**src/rtl/uart_pkg.sv**
```systemverilog
// Shared types and constants for the UART peripheral: controller state encoding
// and the supported baud rates.
package uart_pkg;

    typedef enum logic [1:0] {
        IDLE,
        LAUNCH,
        WAIT_BUSY,
        WAIT_DONE
    } uart_tx_ctrl_state_t;

    localparam logic [16:0] UART_BAUD_9600   = 17'd9600;
    localparam logic [16:0] UART_BAUD_19200  = 17'd19200;
    localparam logic [16:0] UART_BAUD_38400  = 17'd38400;
    localparam logic [16:0] UART_BAUD_57600  = 17'd57600;
    localparam logic [16:0] UART_BAUD_115200 = 17'd115200;

    localparam logic [16:0] UART_DEFAULT_BAUD = UART_BAUD_9600;

endpackage

```
**src/rtl/uart_fifo.sv**
```systemverilog
// Synchronous FIFO with combinational head read and a flush that clears it in one cycle.
// Shared by the transmit and receive sides of the UART.
module uart_fifo #(
    parameter int WIDTH = 8,
    parameter int DEPTH = 16
) (
    input  logic                   clk,
    input  logic                   rst,
    input  logic                   flush,
    input  logic                   push,
    input  logic [WIDTH-1:0]       wdata,
    input  logic                   pop,
    output logic [WIDTH-1:0]       rdata,
    output logic                   full,
    output logic                   empty,
    output logic [$clog2(DEPTH):0] count
);

    localparam int AW = $clog2(DEPTH);
    localparam logic [AW-1:0] PTR_ONE    = AW'(1);
    localparam logic [AW:0]   CNT_ONE    = (AW+1)'(1);
    localparam logic [AW:0]   FULL_COUNT = (AW+1)'(DEPTH);

    logic [WIDTH-1:0] mem [DEPTH];
    logic [AW-1:0]    wptr;
    logic [AW-1:0]    rptr;
    logic             do_push;
    logic             do_pop;

    assign full    = (count == FULL_COUNT);
    assign empty   = (count == '0);
    // A push during flush is discarded, so the queue is truly empty afterwards.
    assign do_push = push && !full && !flush;
    assign do_pop  = pop && !empty;
    assign rdata   = mem[rptr];

    always_ff @(posedge clk) begin
        if (rst || flush) begin
            wptr  <= '0;
            rptr  <= '0;
            count <= '0;
        end else begin
            if (do_push) wptr <= wptr + PTR_ONE;
            if (do_pop)  rptr <= rptr + PTR_ONE;
            case ({do_push, do_pop})
                2'b10:   count <= count + CNT_ONE;
                2'b01:   count <= count - CNT_ONE;
                default: count <= count;
            endcase
        end
    end

    always_ff @(posedge clk) begin
        if (do_push) mem[wptr] <= wdata;
    end

endmodule

```
**src/rtl/uart_tx_ctrl.sv**
```systemverilog
// Transmit-side controller: queues bytes from the register interface and launches them
// one at a time into the UART transmitter, freezing the line configuration per frame.
module uart_tx_ctrl
    import uart_pkg::*;
#(
    parameter int DEPTH        = 16,
    parameter int BUSY_TIMEOUT = 4
) (
    input  logic                   clk_i,
    input  logic                   rst_i,
    input  logic                   wr_valid_i,
    input  logic [7:0]             wr_data_i,
    output logic                   wr_ready_o,
    input  logic                   flush_i,
    input  logic [16:0]            baudrate_i,
    input  logic                   parity_en_i,
    input  logic                   stopbit_i,
    output logic [$clog2(DEPTH):0] count_o,
    output logic [7:0]             tx_data_o,
    output logic                   tx_valid_o,
    input  logic                   tx_busy_i,
    output logic [16:0]            baudrate_o,
    output logic                   parity_en_o,
    output logic                   stopbit_o,
    output logic                   busy_o,
    output logic                   done_o,
    output logic                   err_o
);

    localparam int CW = $clog2(BUSY_TIMEOUT + 1);
    localparam logic [CW-1:0] TMO_LAST = CW'(BUSY_TIMEOUT - 1);
    localparam logic [CW-1:0] TMO_ONE  = CW'(1);

    uart_tx_ctrl_state_t state;
    uart_tx_ctrl_state_t state_nxt;

    logic          fifo_full;
    logic          fifo_empty;
    logic [7:0]    fifo_rdata;
    logic          push_ok;
    logic          pop;
    logic          load;
    logic          tmo_clr;
    logic          tmo_inc;
    logic          set_err;
    logic          done_nxt;
    logic [CW-1:0] tmo_cnt;

    assign push_ok    = wr_valid_i && !fifo_full && !flush_i;
    assign wr_ready_o = !fifo_full;

    uart_fifo #(
        .WIDTH (8),
        .DEPTH (DEPTH)
    ) u_fifo (
        .clk   (clk_i),
        .rst   (rst_i),
        .flush (flush_i),
        .push  (wr_valid_i),
        .wdata (wr_data_i),
        .pop   (pop),
        .rdata (fifo_rdata),
        .full  (fifo_full),
        .empty (fifo_empty),
        .count (count_o)
    );

    always_comb begin
        state_nxt = state;
        pop       = 1'b0;
        load      = 1'b0;
        tmo_clr   = 1'b0;
        tmo_inc   = 1'b0;
        set_err   = 1'b0;
        done_nxt  = 1'b0;
        case (state)
            IDLE: begin
                if (!fifo_empty && !tx_busy_i) begin
                    pop       = 1'b1;
                    load      = 1'b1;
                    state_nxt = LAUNCH;
                end
            end
            LAUNCH: begin
                tmo_clr   = 1'b1;
                state_nxt = WAIT_BUSY;
            end
            WAIT_BUSY: begin
                if (tx_busy_i) begin
                    state_nxt = WAIT_DONE;
                end else if (tmo_cnt == TMO_LAST) begin
                    set_err   = 1'b1;
                    state_nxt = IDLE;
                end else begin
                    tmo_inc = 1'b1;
                end
            end
            WAIT_DONE: begin
                // Queue counts as drained if it is empty or being flushed, unless a byte lands now.
                if (!tx_busy_i) begin
                    state_nxt = IDLE;
                    done_nxt  = (fifo_empty || flush_i) && !push_ok;
                end
            end
            default: state_nxt = IDLE;
        endcase
    end

    always_ff @(posedge clk_i) begin
        if (rst_i) begin
            state       <= IDLE;
            tmo_cnt     <= '0;
            tx_data_o   <= '0;
            baudrate_o  <= UART_DEFAULT_BAUD;
            parity_en_o <= 1'b0;
            stopbit_o   <= 1'b0;
            done_o      <= 1'b0;
            err_o       <= 1'b0;
        end else begin
            state  <= state_nxt;
            done_o <= done_nxt;
            if (tmo_clr)      tmo_cnt <= '0;
            else if (tmo_inc) tmo_cnt <= tmo_cnt + TMO_ONE;
            if (set_err) err_o <= 1'b1;
            // Configuration is only sampled at the pop, so it stays frozen for the whole frame.
            if (load) begin
                tx_data_o   <= fifo_rdata;
                baudrate_o  <= baudrate_i;
                parity_en_o <= parity_en_i;
                stopbit_o   <= stopbit_i;
            end
        end
    end

    assign tx_valid_o = (state == LAUNCH);
    assign busy_o     = (count_o != '0) || (state != IDLE);

endmodule

```
**config.mk**
```make
export PLATFORM = sky130hd
export DESIGN_NAME = uart_tx_ctrl
export DESIGN_NICKNAME = d
export VERILOG_FILES = /design/src/rtl/uart_pkg.sv /design/src/rtl/uart_fifo.sv /design/src/rtl/uart_tx_ctrl.sv
export SDC_FILE = /design/constraint.sdc
export NUM_CORES = 1
export LEC_CHECK = 0
export ABC_AREA = 1
export CORE_ASPECT_RATIO = 1.4
export CORE_UTILIZATION = 50
export DETAILED_ROUTE_END_ITERATION = 12
export GPL_TIMING_DRIVEN = 0
export MAX_ROUTING_LAYER = met4
export PLACE_DENSITY = 0.71
export SLEW_MARGIN = 40
export SYNTH_ARGS = -nofsm -noshare
export SYNTH_HDL_FRONTEND = slang
export SYNTH_HIERARCHICAL = 1
export SYNTH_SLANG_ARGS = --single-unit
```
**constraint.sdc**
```tcl
create_clock -name clk_i -period 6.7 [get_ports clk_i]
set_input_delay 0.67 -clock clk_i [delete_from_list [all_inputs] [get_ports clk_i]]
set_output_delay 0.67 -clock clk_i [all_outputs]
set_load 0.01 [all_outputs]
```
==> impl_metrics.yaml <==
pwr:
  power_density_nw_per_um2: 283
  power_frac_clock_pct: 38.8
  switching_share_pct: 24.1
  comb_power_share_pct: 12.5
  vdd_ir_drop_max_uv: 191
  static-leakage-power_nw: 3.37
  report.power.total_mw: 2.58
  pwr-share-seq_pct: 48.7
  power_switching_mw: 0.620
  cellInternalPower_mw: 1.96
global_routing:
  grtUsageTotal_pct: 25.9
  grt_start_max_net_pins: 17
  grt_first_pass_wirelength_microns: 28800
  overflow: 0
  first_global_vias: 5420
  grt_antenna_before_repair: 0
place:
  dpl.hpwl_microns: 13200
  placement.io_buffers: 68
  postPlaceCellArea_sq_um: 8510
  numPlacedInstances: 976
  place_worst_setup_slack_ns: 3.24
  gp_routability_congestion: 0.977
logic_synthesis:
  synth.cell_area_sq_um: 7590
  ys_dominant_reg_cell: "edfxtp_1"
  yosysWarningCount: 6
  ys_seq_elements: 179
  yosys.area.top_type: "edfxtp_1"
  synth.net_count: 762
  synth_edf_count: 128
  syn-instance-count: 719
  netlist_top_cells_area: "edfxtp_1, dfxtp_1, inv_1, nand2_1, nand3_1"
  yosysTopAreaCellShare_pct: 50.7
  postSynth.asyncResetShare_pct: 0
  post_synth.cell_area_avg_sq_um: 10.6
  netlist-cell-type-count: 33
  ys_seq_area_share_pct: 64.1
worst_setup_path:
  crit_chain: "clkdlybuf4s50_1 > inv_2 > nand3_4 > inv_6 > buf_12 > nand2_1 > inv_1 > ha_1 > nand2_1 > inv_1 > nor2_1 > ha_1 > inv_1 > nand2_1 > nand3_1 > nand3_1 > nand2_1 > nor2_1 > nor2_1"
  timing_worst_setup_path_type: "in -> reg"
  critical_path.startpoint_type: "primary input"
  worst-endpoint-required_ns: 7.02
  timing.critical_path.fanout_max: 10
  crit_path_end_kind: "flip-flop"
  timing.critical_path.arrival_ns: 3.36
  critical_path.most_common_cell: "nand2_1"
  critPathMaxStageDelay_ns: 0.57
  critical-path-slowest-cell: "clkdlybuf4s50_1"
floorplan:
  die_area_sq_um: 15700
  die_extent_in_y_microns: 148
  die-width_microns: 106
  fp.coreArea_sq_um: 14600
  floorplan.initialDensity_pct: 51.8
  placementRows: 52
  ios: 69
detailed_routing:
  drt_pass1_iterations: 5
  route.detailed.vias_per_inst: 5.42
  totalWireLength_microns: 18700
  avgRoutedWirePerCell_microns: 18.6
  initialDrtViolationCount: 317
  via_count: 5454
  post-route-drc-count: 0
  final_antenna_net_count: 0
cells_and_area:
  area_delta_synth_final_pct: 19.9
  design.final.nets: 849
  layout.core_utilization_pct: 62.1
  layout.filler_cells: 1185
  fin_area_sq_um: 9090
  n_antenna_cell: 0
  finish.cell_count_without_fillers: 1007
  drive_above_1_share_pct: 9.05
clock_network:
  clkSinkCount: 179
  clock_buffer_count_from_cts: 17
  hold_buffers_post_cts: 0
  cts_tree: "done"
  insertion_delay_ns: 0.43
  cts_setup_buffers: 0
  clk_slew_on_worst_s_h_paths_ns: 0.07
  clock_tree.htree_level_count: 4
  clock-root-buffer: "clkbuf_16"
  cts-root-to-sink-buffers: 2
  cts.repair.resized: 0
sta:
  finalWorstPathRequiredPeriod_ns: 3.04
  slew_at_the_pin_closest_to_its_max_slew_limit_ns: 0.904
  final_hold_viol_count: 0
  timing.final.setup_violations: 0
  timing.final.max_slew_violations: 0
  max_freq_mhz: 329
  tns_ns: 0
  hold-worst-slack_ns: 0.475
  worst_clock_skew_ns: 0.00919
  worst_slack_setup_final_ns: 3.66
  maxSlewHeadroom_pct: 39.5
  rsz0062_at_grt: "no"
  layout_worst_path_cycle_share_pct: 45.4
status:
  run_status: "completed"
min_path:
  min_path_type: "reg -> reg"
flow_run:
  cap_violations: 0
## final timing paths
kind	cells past startpoint	end	slack, ns	startpoint
worst max register to register	19	u_fifo/count[2]$_SDFFE_PP0P_	3.68	u_fifo/count[1]$_SDFFE_PP0P_
worst max-delay path	19	u_fifo/count[4]$_SDFFE_PP0P_	3.66	tx_busy_i
worst min-delay path	2	tmo_cnt[2]$_SDFFE_PP0P_	0.47	tmo_cnt[2]$_SDFFE_PP0P_
worst min register to register	2	tmo_cnt[2]$_SDFFE_PP0P_	0.47	tmo_cnt[2]$_SDFFE_PP0P_
## flip-flops by register name (all words and copies together), names as in the netlist, named ones only
signal	cells
err_o	1
u_fifo/mem	128
tmo_cnt	3
u_fifo/count	5
state	2
parity_en_o	1
u_fifo/rptr	4
u_fifo/wptr	4
tx_data_o	8
done_o	1
stopbit_o	1
baudrate_o	17
## cell families (layout without fill, tap and decap cells)
group | count (synthesis) | in the layout | synth area share [%]
and+or+nand+nor | 246 | 246 | 14.1
DFF | 179 | 179 | 64.1
AOI/OAI and AO/OA | 145 | 145 | 11.3
buffers and inverters | 131 | 230 | 7.87
adders and majority gates | 11 | 11 | 1.81
xor gates and xnor gates | 7 | 7 | 0.808
## per-layer routing
metal  track usage [%]  vias up  part of all wire (%)
met4              12.9        0                   4.0
li1                  -     2611                     -
met5                 -        -                     0
met2              44.2      168                    53
met3              5.51       43                   5.6
met1              28.5     2632                    38
## critical path: cells and delay by family
family	cells	cell delay (ns)
AND/OR/NAND/NOR	10	1.08
adder cells (fa/ha/maj)	2	0.46
buffers and inverters	7	1.14
## power by group through the flow
stage / Sequential (mW) / Clock, mW / Combinational, mW
6_report: 1.25 / 0.999 / 0.322
5_1_grt: 1.26 / 1.05 / 0.354
4_1_cts: 1.25 / 1.01 / 0.324
3_5_place_dp: 1.28 / 0 / 0.321
3_3_place_gp: 1.28 / 0 / 0.311
2_1_floorplan: 1.29 / 0 / 0.161
## cells in the mapped netlist, types with 6 or more instances
library cell	n
clkbuf_1	6
a21oi_1	48
o21ai_1	6
nand3_1	64
buf_2	15
o211ai_2	10
xor2_1	6
o211ai_1	22
edfxtp_1	128
inv_1	96
o21ai_0	57
dfxtp_1	51
buf_6	6
ha_1	11
nor2_1	82
nand2_1	90
## cells in the final DEF (no fill, tap or decap), types with 6 or more instances in the layout
| cell | instances |
|---|---|
| o211ai_2 | 10 |
| clkbuf_1 | 8 |
| clkbuf_16 | 17 |
| buf_2 | 15 |
| o21ai_1 | 6 |
| buf_6 | 6 |
| o211ai_1 | 22 |
| xor2_1 | 6 |
| dfxtp_1 | 51 |
| nand2_1 | 90 |
| clkdlybuf4s50_1 | 68 |
| o21ai_0 | 57 |
| nor2_1 | 81 |
| a21oi_1 | 48 |
| ha_1 | 11 |
| nand3_1 | 64 |
| edfxtp_1 | 128 |
| inv_1 | 96 |
## area by class of cell
cell class,count,area [sq um],area share [%]
Inverter,99,377,4.14
Sequential cell,179,4860,53.5
Buffer,32,220,2.42
Clock buffer,19,433,4.76
Tap cell,189,236,2.60
Clock inverter,12,156,1.72
Timing Repair Buffer,68,681,7.48
Multi-Input combinational cell,409,2130,23.4
Power figures use the tool's default switching activity.
